`config.mk`:
```
export PLATFORM = sky130hd
export DESIGN_NAME = dbuf_rx_deglitch
export DESIGN_NICKNAME = d
export VERILOG_FILES = /design/src/rtl/dbuf_rx_deglitch.sv
export SDC_FILE = /design/constraint.sdc
export NUM_CORES = 1
export LEC_CHECK = 0
export ABC_CLOCK_PERIOD_IN_PS = 2000
export BUFFER_PORTS_ARGS = -buffer_cell sky130_fd_sc_hd__buf_2
export CAP_MARGIN = 20
export CELL_PAD_IN_SITES_DETAIL_PLACEMENT = 0
export CELL_PAD_IN_SITES_GLOBAL_PLACEMENT = 1
export CORE_UTILIZATION = 35
export CTS_CLUSTER_SIZE = 40
export DETAILED_ROUTE_END_ITERATION = 8
export PLACE_DENSITY = 0.65
export SYNTH_ARGS = -nofsm -noshare
export SYNTH_HDL_FRONTEND = slang
export SYNTH_SLANG_ARGS = --single-unit
```
`constraint.sdc`:
```
create_clock -name clk -period 2 [get_ports clk]
set_input_delay 0.1 -clock clk [delete_from_list [all_inputs] [get_ports clk]]
set_output_delay 0.1 -clock clk [all_outputs]
set_load 0.1 [all_outputs]
```
`src/rtl/dbuf_rx_deglitch.sv`:
```
// -----------------------------------------------------------------------------
// dbuf_rx_deglitch
//
// Receive-side companion to the digital buffer brick. An asynchronous input
// passes through a SYNC_STAGES-deep synchronizer. A counter-qualified
// deglitch FSM follows it. A new level is accepted only after FILT_CYCLES
// consecutive stable synchronized samples. Outputs are a clean level plus
// one-cycle rise/fall event pulses.
//
// Optional feature macro: DBUF_RX_GLITCH_CNT_EN
//   When defined, an 8-bit saturating count of aborted qualifications
//   (rejected transitions) is exported on glitch_cnt.
//
// Ports:
//   clk         in   core clock, rising edge
//   rst         in   synchronous reset, active-high
//   CELV        in   brick supply    (connectivity only)
//   CELG        in   brick ground    (connectivity only)
//   SUB         in   substrate       (connectivity only)
//   i           in   asynchronous digital input from buffer/pad
//   o           out  deglitched, synchronized level
//   rise        out  one-cycle pulse when o goes 0->1
//   fall        out  one-cycle pulse when o goes 1->0
//   busy        out  high while a level change is being qualified
//   glitch_cnt  out  [7:0] rejected-transition count (macro only)
// -----------------------------------------------------------------------------
module dbuf_rx_deglitch #(
  parameter int SYNC_STAGES = 2,   // legal 2..4
  parameter int FILT_W      = 4,
  parameter int FILT_CYCLES = 8,   // legal 1..(2^FILT_W - 1)
  parameter bit RST_VAL     = 1'b0
) (
  input  logic       clk,
  input  logic       rst,
  input  logic       CELV,
  input  logic       CELG,
  input  logic       SUB,
  input  logic       i,
  output logic       o,
  output logic       rise,
  output logic       fall,
  output logic       busy
`ifdef DBUF_RX_GLITCH_CNT_EN
  ,
  output logic [7:0] glitch_cnt
`endif
);

  typedef enum logic [1:0] {
    STABLE_LO = 2'd0,
    QUAL_HI   = 2'd1,
    STABLE_HI = 2'd2,
    QUAL_LO   = 2'd3
  } state_t;

  localparam state_t             RST_STATE = RST_VAL ? STABLE_HI : STABLE_LO;
  localparam logic [FILT_W-1:0]  CNT_LAST  = FILT_W'(FILT_CYCLES - 1);
  localparam logic [FILT_W-1:0]  CNT_ONE   = FILT_W'(1);
  // With a single-sample filter there is nothing to qualify: accept directly.
  localparam bit                 SINGLE    = (FILT_CYCLES == 1);

  // ---------------------------------------------------------------------------
  // Synchronizer
  // ---------------------------------------------------------------------------
  logic [SYNC_STAGES-1:0] sync_q;
  logic                   s;

  // NOTE: sequential state uses non-blocking assignments only, so every flop
  // samples the pre-edge values and the shift chain cannot collapse.
  always_ff @(posedge clk) begin
    if (rst) begin
      sync_q <= {SYNC_STAGES{RST_VAL}};
    end else begin
      sync_q <= {sync_q[SYNC_STAGES-2:0], i};
    end
  end

  assign s = sync_q[SYNC_STAGES-1];

  // ---------------------------------------------------------------------------
  // Deglitch FSM
  // ---------------------------------------------------------------------------
  state_t             state_q, state_d;
  logic [FILT_W-1:0]  cnt_q,   cnt_d;
  logic               o_q,     o_d;
  logic               rise_q,  rise_d;
  logic               fall_q,  fall_d;
  logic               busy_q,  busy_d;
  logic               abort;

  // NOTE: every output of this block is given a default before the case so
  // no path leaves a variable unassigned, which would infer a latch.
  always_comb begin
    state_d = state_q;
    cnt_d   = cnt_q;
    o_d     = o_q;
    rise_d  = 1'b0;
    fall_d  = 1'b0;
    abort   = 1'b0;

    unique case (state_q)
      STABLE_LO: begin
        if (s) begin
          if (SINGLE) begin
            state_d = STABLE_HI;
            o_d     = 1'b1;
            rise_d  = 1'b1;
          end else begin
            state_d = QUAL_HI;
            cnt_d   = CNT_ONE;
          end
        end
      end
      QUAL_HI: begin
        if (!s) begin
          state_d = STABLE_LO;
          cnt_d   = '0;
          abort   = 1'b1;
        end else if (cnt_q == CNT_LAST) begin
          state_d = STABLE_HI;
          o_d     = 1'b1;
          rise_d  = 1'b1;
          cnt_d   = '0;
        end else begin
          cnt_d   = cnt_q + CNT_ONE;
        end
      end
      STABLE_HI: begin
        if (!s) begin
          if (SINGLE) begin
            state_d = STABLE_LO;
            o_d     = 1'b0;
            fall_d  = 1'b1;
          end else begin
            state_d = QUAL_LO;
            cnt_d   = CNT_ONE;
          end
        end
      end
      QUAL_LO: begin
        if (s) begin
          state_d = STABLE_HI;
          cnt_d   = '0;
          abort   = 1'b1;
        end else if (cnt_q == CNT_LAST) begin
          state_d = STABLE_LO;
          o_d     = 1'b0;
          fall_d  = 1'b1;
          cnt_d   = '0;
        end else begin
          cnt_d   = cnt_q + CNT_ONE;
        end
      end
      default: begin
        state_d = RST_STATE;
        cnt_d   = '0;
      end
    endcase

    busy_d = (state_d == QUAL_HI) || (state_d == QUAL_LO);
  end

  always_ff @(posedge clk) begin
    if (rst) begin
      state_q <= RST_STATE;
      cnt_q   <= '0;
      o_q     <= RST_VAL;
      rise_q  <= 1'b0;
      fall_q  <= 1'b0;
      busy_q  <= 1'b0;
    end else begin
      state_q <= state_d;
      cnt_q   <= cnt_d;
      o_q     <= o_d;
      rise_q  <= rise_d;
      fall_q  <= fall_d;
      busy_q  <= busy_d;
    end
  end

  assign o    = o_q;
  assign rise = rise_q;
  assign fall = fall_q;
  assign busy = busy_q;

  // ---------------------------------------------------------------------------
  // Optional rejected-transition counter
  // ---------------------------------------------------------------------------
  // Supply pins carry no logic; they are folded into a sink so they stay
  // visible in the netlist without driving anything.
  logic unused_sink;

`ifdef DBUF_RX_GLITCH_CNT_EN
  logic [7:0] glitch_q;

  always_ff @(posedge clk) begin
    if (rst) begin
      glitch_q <= '0;
    end else if (abort && (glitch_q != 8'hFF)) begin
      glitch_q <= glitch_q + 8'd1;
    end
  end

  assign glitch_cnt  = glitch_q;
  assign unused_sink = ^{CELV, CELG, SUB};
`else
  assign unused_sink = ^{CELV, CELG, SUB, abort};
`endif

endmodule
```
==> qor.yml <==
synth:
  yosysUniqueCellTypes: 31
  syn_inst: 49
  yosys.area_share.adder: 0.0247
  synth_warnings: 0
  synth_xor_area_frac: 0.0494
  synth-seq-area-share: 0.435
  yosysTopAreaCellShare: 0.435
  synth-edff-count: 0
  synth_top_flop_cell: "dfxtp_1"
  synth_compound_area_frac: 0.106
  synth_mux_area_frac: 0.0198
  syn-cell-area_um2: 507
  syn_avg_cell_area_um2: 10.3
  yosys.area.top_type: "dfxtp_1"
  synthSimpleGateAreaFrac: 0.306
  synth_top_family_by_area: "simple AND/OR/NAND/NOR gates"
  syn_nets: 56
  ys_ff_latch: 11
  synth_area_leaders: "dfxtp_1 43%, nand4b_4 4.7%, nand4b_1 3.5%"
  synthArstFlopShare: 0
floorplanning:
  pin_count: 10
  core-area_um2: 1320
  die_h_um: 40.1
  row_count: 13
  die_w_um: 40.1
  dieArea_um2: 1600
  start_util: 0.385
hold_path:
  hold_depth: 2
  hold_class: "input pin to register"
power:
  ir_drop_mv: 0.330
  p_clk_frac: 0.347
  power_leakage_nw: 0.246
  p_sw_mw: 0.0993
  cellPowerDensity_nw_per_um2: 734
  seq_power_share: 0.562
  swShare: 0.242
  p_int_mw: 0.311
  combinationalPowerShare: 0.091
run:
  maxCapViolations: 0
clock_network:
  hold_buffers: 0
  root_buffer: "clkbuf_4"
  htree_levels: 1
  clkSinkCount: 11
  cts_tree: "done"
  post-cts-setup-buffers: 0
  clockBufferDepth: 2
  numCtsBuffers: 3
  clkLatencyLatePin_ns: 0.26
  clkSlewWorstSetupHoldPaths_ns: 0.06
  ctsResizeCount: 0
place:
  gp_congestion: 0.691
  place.port_buffers: 6
timing:
  fin_skew_ns: 0.00145
  tightest_slew_ns: 0.490
  setup_violations: 0
  hold_viol: 0
  final_max_slew_viol_count: 0
  hold_slack_ns: 0.0508
  fin_crit_ns: 1.45
  max-slew-margin-rel: 0.676
  fin_tns_setup_ns: 0
  fmax_mhz: 689
  rsz0062_at_grt: "no"
  min_period_over_period: 0.726
detailed_routing:
  routedWlPerCell_um: 12.2
  met1_length_um: 381
  drt_iter0_drc: 9
  routed_via_density: 5.20
  met2WireLength_um: 468
  route.antenna.remaining_nets: 0
  met3_length_um: 19
  top_layer_used: "met3"
  dr.pass1.iters: 4
  routed_wl_um: 869
  drc: 0
  vias: 369
global_route:
  grt_pass1_wl_um: 1560
  gr-total-overflow: 0
  grt_antenna_before_repair: 0
  grt_pass1_vias: 353
  track_usage: 0.152
  grt_max_degree: 13
setup_path:
  startpoint_type: "register"
  crit_arrival_ns: 1.64
  critPathCaptureType: "register"
  critPathMaxFanout: 6
  reg2regPathDepth: 4
  required_ns: 2.19
  path_class: "register to register"
final_layout:
  layout_common_cells: "11 x dfxtp_1, 6 x buf_2, 3 x nand3_1, 3 x clkbuf_4"
  mostFrequentLayoutCell: "dfxtp_1"
  diodes: 0
  fill_cells: 141
  area_delta_synth_final_pct: 10.4
  fin_nets: 64
  drive_above_1_share: 0.268
outcome:
  status: "finished, final reports clean"
synth_stat cells (2+ instances only):
master	number
nor2_1	2
nand3_1	3
nor2b_1	2
dfxtp_1	11
inv_1	2
nand2_1	2
nand4b_1	2
a31oi_1	2
registers in the layout, indices dropped and copies added (netlist names):
name     flops
o            1
fall         1
sync_q       2
cnt_q        4
busy         1
state_q      1
rise         1
logic make-up (layout without fill, tap and decap cells):
family	Yosys count	in the layout
fa+ha+maj	1	1
xor+xnor	2	2
mux	1	1
compound gates	7	7
buf+inv	5	12
flops	11	11
simple gates	22	22
final timing paths:
check / from / to / slack, ns
worst max-delay path: cnt_q[0] / o / 0.55
worst min-delay path: i / sync_q[0] / 0.05
worst max register to register: cnt_q[0] / o / 0.55
worst min register to register: sync_q[0] / sync_q[1] / 0.45
power by group through the flow:
stage | clock, mW | sequential (mW) | combinational, mW
detailed placement | 0 | 0.236 | 0.0378
floorplan | 0 | 0.250 | 0.0180
finish | 0.142 | 0.230 | 0.0374
global route | 0.158 | 0.231 | 0.0401
CTS | 0.151 | 0.231 | 0.0379
global placement | 0 | 0.235 | 0.0365
cell type report:
type,count,area (um^2),share of cell area
multi-input cells,33,256,0.459
flip-flops and latches,11,220,0.394
repair buffers,6,30.0,0.0537
clock buffers,4,26.3,0.0470
well taps,15,18.8,0.0336
inverters,2,7.51,0.0134
through the flow:
| step | util | power [mW] | setup WS (ns) | cells | cell area, um^2 |
|---|---|---|---|---|---|
| 2_1_floorplan | - | 0.268 | 0.0631 | 49 | 507 |
| 3_3_place_gp | 0.405 | 0.271 | 0.617 | 67 | 533 |
| 3_5_place_dp | 0.405 | 0.273 | 0.548 | 67 | 533 |
| 4_1_cts | 0.425 | 0.419 | 0.536 | 71 | 559 |
| 5_1_grt | 0.425 | 0.429 | 0.459 | 71 | 559 |
| 6_report | 0.425 | 0.410 | 0.549 | 71 | 559 |
critical path: stages, from the launching register on:
cell and delay [ns]:
dfxtp_1 0.38, ha_1 0.30, nand4b_4 0.17, or3b_1 0.38, a31oi_1 0.16
metal layers:
metal | GRT usage | up-vias
met1 | 0.182 | 176
li1 | - | 191
met4 | 0.0776 | 0
met3 | 0.0500 | 0
met5 | 0 | -
met2 | 0.242 | 2
Note: power is estimated with default switching activity, not from simulation.
